### config.mk
export PLATFORM = sky130hd
export DESIGN_NAME = ysyx_mem_arbiter
export DESIGN_NICKNAME = d
export VERILOG_FILES = /design/src/rtl/ysyx_mem_arbiter.sv
export SDC_FILE = /design/constraint.sdc
export NUM_CORES = 1
export LEC_CHECK = 0
export CORE_AREA = 2 2 108 110
export CTS_BUF_LIST = sky130_fd_sc_hd__clkbuf_4 sky130_fd_sc_hd__clkbuf_8
export CTS_CLUSTER_DIAMETER = 150
export DETAILED_ROUTE_END_ITERATION = 10
export DIE_AREA = 0 0 110 112
export GPL_ROUTABILITY_DRIVEN = 0
export HOLD_SLACK_MARGIN = 0.06
export PLACE_DENSITY = 0.79
export SLEW_MARGIN = 20
export SYNTH_ARGS = -nofsm -noshare
export SYNTH_HDL_FRONTEND = slang
export SYNTH_SLANG_ARGS = --single-unit
### constraint.sdc
create_clock -name clock -period 2.7 [get_ports clock]
set_input_delay 0.27 -clock clock [delete_from_list [all_inputs] [get_ports clock]]
set_output_delay 0.27 -clock clock [all_outputs]
set_load 0.02 [all_outputs]
### src/rtl/ysyx_mem_arbiter.sv
// Two-master (IFU/LSU) to one-slave memory arbiter, round-robin, one outstanding transaction.
// Latency: upstream handshake in N -> mem_req_valid in N+1; response forwarded combinationally.
// Backpressure: upstream ready only in IDLE for the winner; mem_req held stable until mem_req_ready.
// Optional macro ARB_TIMEOUT_EN: WAIT watchdog that returns an error response after TIMEOUT cycles.
module ysyx_mem_arbiter #(
    parameter int ADDR_W  = 32,
    parameter int DATA_W  = 32,
    parameter int TIMEOUT = 255
) (
    input  logic                clock,
    input  logic                reset,
    input  logic                ifu_req_valid,
    output logic                ifu_req_ready,
    input  logic [ADDR_W-1:0]   ifu_addr,
    output logic                ifu_rsp_valid,
    output logic [DATA_W-1:0]   ifu_rsp_data,
    output logic                ifu_rsp_err,
    input  logic                lsu_req_valid,
    output logic                lsu_req_ready,
    input  logic [ADDR_W-1:0]   lsu_addr,
    input  logic                lsu_wen,
    input  logic [DATA_W-1:0]   lsu_wdata,
    input  logic [DATA_W/8-1:0] lsu_wmask,
    output logic                lsu_rsp_valid,
    output logic [DATA_W-1:0]   lsu_rsp_data,
    output logic                lsu_rsp_err,
    output logic                mem_req_valid,
    input  logic                mem_req_ready,
    output logic [ADDR_W-1:0]   mem_addr,
    output logic                mem_wen,
    output logic [DATA_W-1:0]   mem_wdata,
    output logic [DATA_W/8-1:0] mem_wmask,
    input  logic                mem_rsp_valid,
    input  logic [DATA_W-1:0]   mem_rsp_data,
    input  logic                mem_rsp_err
);

    typedef enum logic [1:0] {IDLE, REQ, WAIT} state_t;

    state_t            state;
    logic              last_lsu;   // 1 = LSU was granted last
    logic              owner_lsu;  // owner of the transaction in flight
    logic              ifu_win;
    logic              lsu_win;
    logic              timeout_hit;
    logic              rsp_fire;
    logic [DATA_W-1:0] rsp_data;
    logic              rsp_err;

    // Round-robin winner: a lone requester wins; on a tie the master not granted last wins
    always_comb begin
        ifu_win = ifu_req_valid && (!lsu_req_valid || last_lsu);
        lsu_win = lsu_req_valid && !ifu_win;
    end

    // Ready only in IDLE and never while reset is held
    assign ifu_req_ready = reset && (state == IDLE) && ifu_win;
    assign lsu_req_ready = reset && (state == IDLE) && lsu_win;

`ifdef ARB_TIMEOUT_EN
    localparam int CNT_W = ($clog2(TIMEOUT + 1) > 8) ? $clog2(TIMEOUT + 1) : 8;
    logic [CNT_W-1:0] wait_cnt;

    // Watchdog: cleared on entry to WAIT, counts every WAIT cycle
    always_ff @(posedge clock or negedge reset) begin
        if (!reset) begin
            wait_cnt <= '0;
        end else if (state == REQ && mem_req_ready) begin
            wait_cnt <= '0;
        end else if (state == WAIT) begin
            wait_cnt <= wait_cnt + 1'b1;
        end
    end

    assign timeout_hit = (state == WAIT) && !mem_rsp_valid && (wait_cnt == CNT_W'(TIMEOUT));
`else
    // Without the watchdog WAIT only ends on a memory response; TIMEOUT has no effect
    assign timeout_hit = (TIMEOUT < 0);
`endif

    // Response path: pass the memory response straight through to the owner; writes return 0
    always_comb begin
        rsp_fire = (state == WAIT) && (mem_rsp_valid || timeout_hit);
        rsp_data = (mem_wen || !mem_rsp_valid) ? '0 : mem_rsp_data;
        rsp_err  = mem_rsp_valid ? mem_rsp_err : 1'b1;
    end

    assign ifu_rsp_valid = rsp_fire && !owner_lsu;
    assign lsu_rsp_valid = rsp_fire && owner_lsu;
    assign ifu_rsp_data  = rsp_data;
    assign lsu_rsp_data  = rsp_data;
    assign ifu_rsp_err   = rsp_err;
    assign lsu_rsp_err   = rsp_err;

    // Transaction FSM with registered memory request fields
    always_ff @(posedge clock or negedge reset) begin
        if (!reset) begin
            state         <= IDLE;
            last_lsu      <= 1'b1;
            owner_lsu     <= 1'b0;
            mem_req_valid <= 1'b0;
            mem_addr      <= '0;
            mem_wen       <= 1'b0;
            mem_wdata     <= '0;
            mem_wmask     <= '0;
        end else begin
            case (state)
                IDLE: begin
                    if (ifu_win || lsu_win) begin
                        state         <= REQ;
                        mem_req_valid <= 1'b1;
                        owner_lsu     <= lsu_win;
                        last_lsu      <= lsu_win;
                        mem_addr      <= lsu_win ? lsu_addr : ifu_addr;
                        mem_wen       <= lsu_win && lsu_wen;
                        mem_wdata     <= lsu_win ? lsu_wdata : '0;
                        mem_wmask     <= lsu_win ? lsu_wmask : '0;
                    end
                end
                REQ: begin
                    if (mem_req_ready) begin
                        state         <= WAIT;
                        mem_req_valid <= 1'b0;
                    end
                end
                WAIT: begin
                    if (rsp_fire) begin
                        state <= IDLE;
                    end
                end
                default: begin
                    state         <= IDLE;
                    mem_req_valid <= 1'b0;
                end
            endcase
        end
    end

endmodule

# ---- Word-level counts from Yosys, hierarchy flattened
# Cells that the tools add are included.
dict set report totals {
  memories 0
  word_cells 46
  output_inout_bits 140
  romBits 0
  latch_bits 0
  in_bits 140
  mem_bits_rw 0
  ff_bits 74
}
dict set report op_classes {
  add_sub_neg 0
  div_mod_pow 0
  magnitude_cmp 0
  muxes 12
  n_shift 0
  multipliers 0
  bitwise 1
  reduce_logical 20
  n_eq_ne 5
}
# op n
set ops {}
lappend ops {{$mux W32} 3}
lappend ops {{$logic_and A1 B1 Y1} 9}
lappend ops {{$mux W2} 3}
lappend ops {{$pmux W2 S3} 1}
lappend ops {{$reduce_and A3 Y1} 2}
lappend ops {{$logic_not A1 Y1} 4}
lappend ops {{$mux W4} 1}
lappend ops {{$ne A2 B2 Y1 const B} 2}
lappend ops {{$logic_or A1 B1 Y1} 3}
lappend ops {{$mux W1} 3}
lappend ops {{$pmux W1 S3} 1}
lappend ops {{$eq A2 B1 Y1 const B} 1}
lappend ops {{$eq A2 B2 Y1 const B} 1}
lappend ops {{$logic_not A2 Y1} 1}
lappend ops {{$ne A2 B1 Y1 const B} 1}
lappend ops {{$reduce_and A2 Y1} 1}
lappend ops {{$not A1 Y1} 1}

# ---- Depth between registers and ports, before layout
dict set report depth {
  depth_word 8
  ltp_mapped 5
  ltp_nobuf 3
}

# ---- Least setup slack after synthesis
# Ideal clock, no wire load.
dict set report synth_timing {
  path_type {register to output}
  start {register mem_wen}
  end {output port lsu_rsp_data[10]}
  slack_ns 1.097
  stages_incl_launch_ff 5
  n_path_buf 2
  arrival_time_ns 1.333
  t_required_ns 2.430
  cell_sequence {dfrtp_1 nor2_1 clkbuf_1 and2_1 buf_4}
}
dict set report synth_via {
  elab_chain_len 2
}
# element line_no
set synth_rtl {}
lappend synth_rtl {{start: declaration} 30} ;# output logic mem_wen,
lappend synth_rtl {{start signal: assignment} 115} ;# mem_wen <= lsu_win && lsu_wen;
lappend synth_rtl {{$logic_or A1 B1 Y1} 84} ;# rsp_data = (mem_wen || !mem_rsp_valid) ? '0 : mem_rsp_data;
lappend synth_rtl {{$mux W32} 84}
lappend synth_rtl {{end: declaration} 25} ;# output logic [DATA_W-1:0] lsu_rsp_data,
# No other way between the ends.

# ---- Worst setup path in the final report
dict set report layout_timing {
  start {input port reset}
  end {output port ifu_req_ready}
}
dict set report layout_via {
  elab_chain_len 2
}
# element line_no
set layout_rtl {}
lappend layout_rtl {{start: declaration} 11} ;# input logic reset,
lappend layout_rtl {{$logic_and A1 B1 Y1 (2 in a row)} 57} ;# assign ifu_req_ready = reset && (state == IDLE) && ifu_win;
lappend layout_rtl {{end: declaration} 13} ;# output logic ifu_req_ready,
# No other way between the ends.

==> flow_summary.toml <==
[sta]
max_freq_mhz = 430
rsz0062_at_grt = "no"
worst_pin_slew_ns = 0.599
max_slew_margin = 0.601
min_period_ns = 2.33
final_hold_viol_count = 0
setup_viol = 0
drv_slew = 0
tns_ns = 0
min_period_over_period = 0.862
skew_ns = 0.00862

[critical_path]
reg2reg_depth = 4
worst-setup-path-type = "input pin to output pin"
r2r_slack_ns = 1.07
cp-start-kind = "input pin"
crit_arrival_ns = 2.06
end_kind = "output pin"
crit_required_ns = 2.43
timing.rr.end = "mem_addr[2]$_DFFE_PN0P_"
r2r_start = "last_lsu$_DFFE_PN1P_"
cp_max_fo = 29

[logic_synthesis]
yosys-top-cells-area = "dfrtp_1 (49%), mux2_4 (12%), mux2_2 (11%)"
synth_nets = 420
synth-seq-cells = 74
ys_warn_count = 0
ys_types = 23
seq_area_frac_synth = 0.499
synthesis.area_sq_um = 3710
synth_top_cell_by_area = "dfrtp_1"
syn_area_per_cell_sq_um = 13.3
synth_top_area_frac = 0.492
postSynthCellCount = 280

[min_path]
hold_class = "input pin to async pin"

[cells_and_area]
area_growth_pct = 79.0
layout_common_cells = "clkdlybuf4s50_1 (278), dfrtp_1 (73), a22o_1 (37), mux2_2 (35), and2_1 (32)"
final_layout_size_suffix_gt1_frac = 0.169
layout.cells.most_common = "clkdlybuf4s50_1"
n_fill_cell = 902
diodes = 0
finish.net_count = 666

[routing]
drtIter0Drc = 112
drt-total-wl_um = 12100
dr.pass1.iters = 4
vias = 3145
drc_errors = 0
drtAntennaViolNets = 0
post_drt_wl_per_cell_um = 18.0
viasPerCell = 4.67

[global_routing]
antenna_found_initial = 0
track_usage = 0.194
grt_max_degree = 74
grt_pass1_wl_um = 17900
grt_pass1_vias = 3362
grt_overflow_total = 0

[clock_tree]
cts_resized = 0
clk_latency_ns = 0.34
post_cts_buffers = 0
numCtsBuffers = 9
hold_buffers = 1
worst_setup_hold_path_clk_slew_ns = 0.08
clock_sink_count = 74
cts_max_level = 3
cts_tree = "done"
cts_buffer_depth = 2
cts_root_buffer = "clkbuf_8"

[floorplan]
design.core.area_sq_um = 11200
std_cell_rows = 39
ios = 280
die_h_um = 112
start_util = 0.332
dieArea_sq_um = 12300
die_w_um = 110

[placed_design]
dp_hpwl_um = 9350
port_buffers = 279

[power_and_ir_drop]
leakage_nw = 2.81
vdd_drop_max_mv = 0.534
power.total_mw = 6.80
power_density_nw_per_um2 = 1020

[outcome]
outcome = "finished clean"

[flow_run]
maxCapViolCount = 0
[per-layer routing]
layer | track usage | vias up | wire (um)
met4 | 0.0608 | 0 | 180
met1 | 0.192 | 1517 | 4250
met3 | 0.0621 | 16 | 1230
li1 | - | 1448 | -
met2 | 0.373 | 164 | 6480
met5 | 0 | - | 0
[report_power, final]
part           internal (mW)  leakage (nW)  switching [mW]
registers               1.67         0.913           0.319
logic                   2.05          1.78            1.81
clock network          0.534         0.114           0.416
total                   4.25          2.81            2.55
[cell usage after synthesis]
cell type,n
buf_2,5
a2111oi_4,1
mux2_2,35
a22o_1,37
and2_1,32
dfstp_2,1
nor2b_1,1
mux2_4,29
o2111a_1,1
dfrtp_1,73
and3_1,2
inv_1,3
a21o_1,2
nor2_1,3
o21ai_0,2
clkbuf_1,7
o2bb2ai_1,1
o21ai_2,1
nand2b_1,2
buf_6,3
nand2_1,3
a21boi_2,1
buf_4,35
[sequential cells by signal, indices dropped and copies added, names as in the netlist]
register       flops
mem_wdata         32
state              2
mem_wen            1
mem_req_valid      1
owner_lsu          1
mem_addr          32
last_lsu           1
mem_wmask          4
[layout make-up]
type / count / area (sq um) / area share
clock buffers: 10 / 131 / 0.0198
clock inverters: 6 / 91.3 / 0.0137
inverters: 3 / 11.3 / 0.00169
multi-input cells: 153 / 1520 / 0.228
flip-flops and latches: 74 / 1850 / 0.279
well taps: 143 / 179 / 0.0269
repair buffers: 285 / 2860 / 0.431
[critical path, cell delays in order]
cell             delay, ns
dlygate4sd3_1         0.53
buf_4                 0.34
o2111a_1              0.29
clkdlybuf4s50_1       0.62
[metrics by stage]
step	instances	hold slack (ns)	area, sq um	utilization	setup WS [ns]
3_3_place_gp	657	0.205	6410	0.574	0.390
4_1_cts	674	0.365	6640	0.595	0.337
5_1_grt	674	0.405	6640	0.595	0.253
6_report	674	0.380	6640	0.595	0.373
2_1_floorplan	280	-0.0256	3710	-	1.10
3_5_place_dp	657	0.209	6410	0.574	0.398
[worst max path at each step]
stage	from	end	slack, ns	depth (start not counted)
floorplan	mem_wen$_DFFE_PN0P_	lsu_rsp_data[10]	1.10	4
global placement	mem_rsp_valid	ifu_rsp_data[31]	0.39	6
detailed placement	mem_rsp_valid	ifu_rsp_data[31]	0.40	6
CTS	reset	ifu_req_ready	0.34	4
global route	reset	ifu_req_ready	0.25	4
finish	reset	ifu_req_ready	0.37	4
[kinds of logic (layout without fill, tap and decap cells)]
| logic type | after synthesis | count (layout) | synth area share |
|---|---|---|---|
| flops | 74 | 74 | 0.499 |
| simple gates | 43 | 43 | 0.0684 |
| compound gates | 46 | 46 | 0.112 |
| mux | 64 | 64 | 0.223 |
| buf+inv | 53 | 304 | 0.0967 |
No activity file was read; power rests on OpenSTA's default activity.
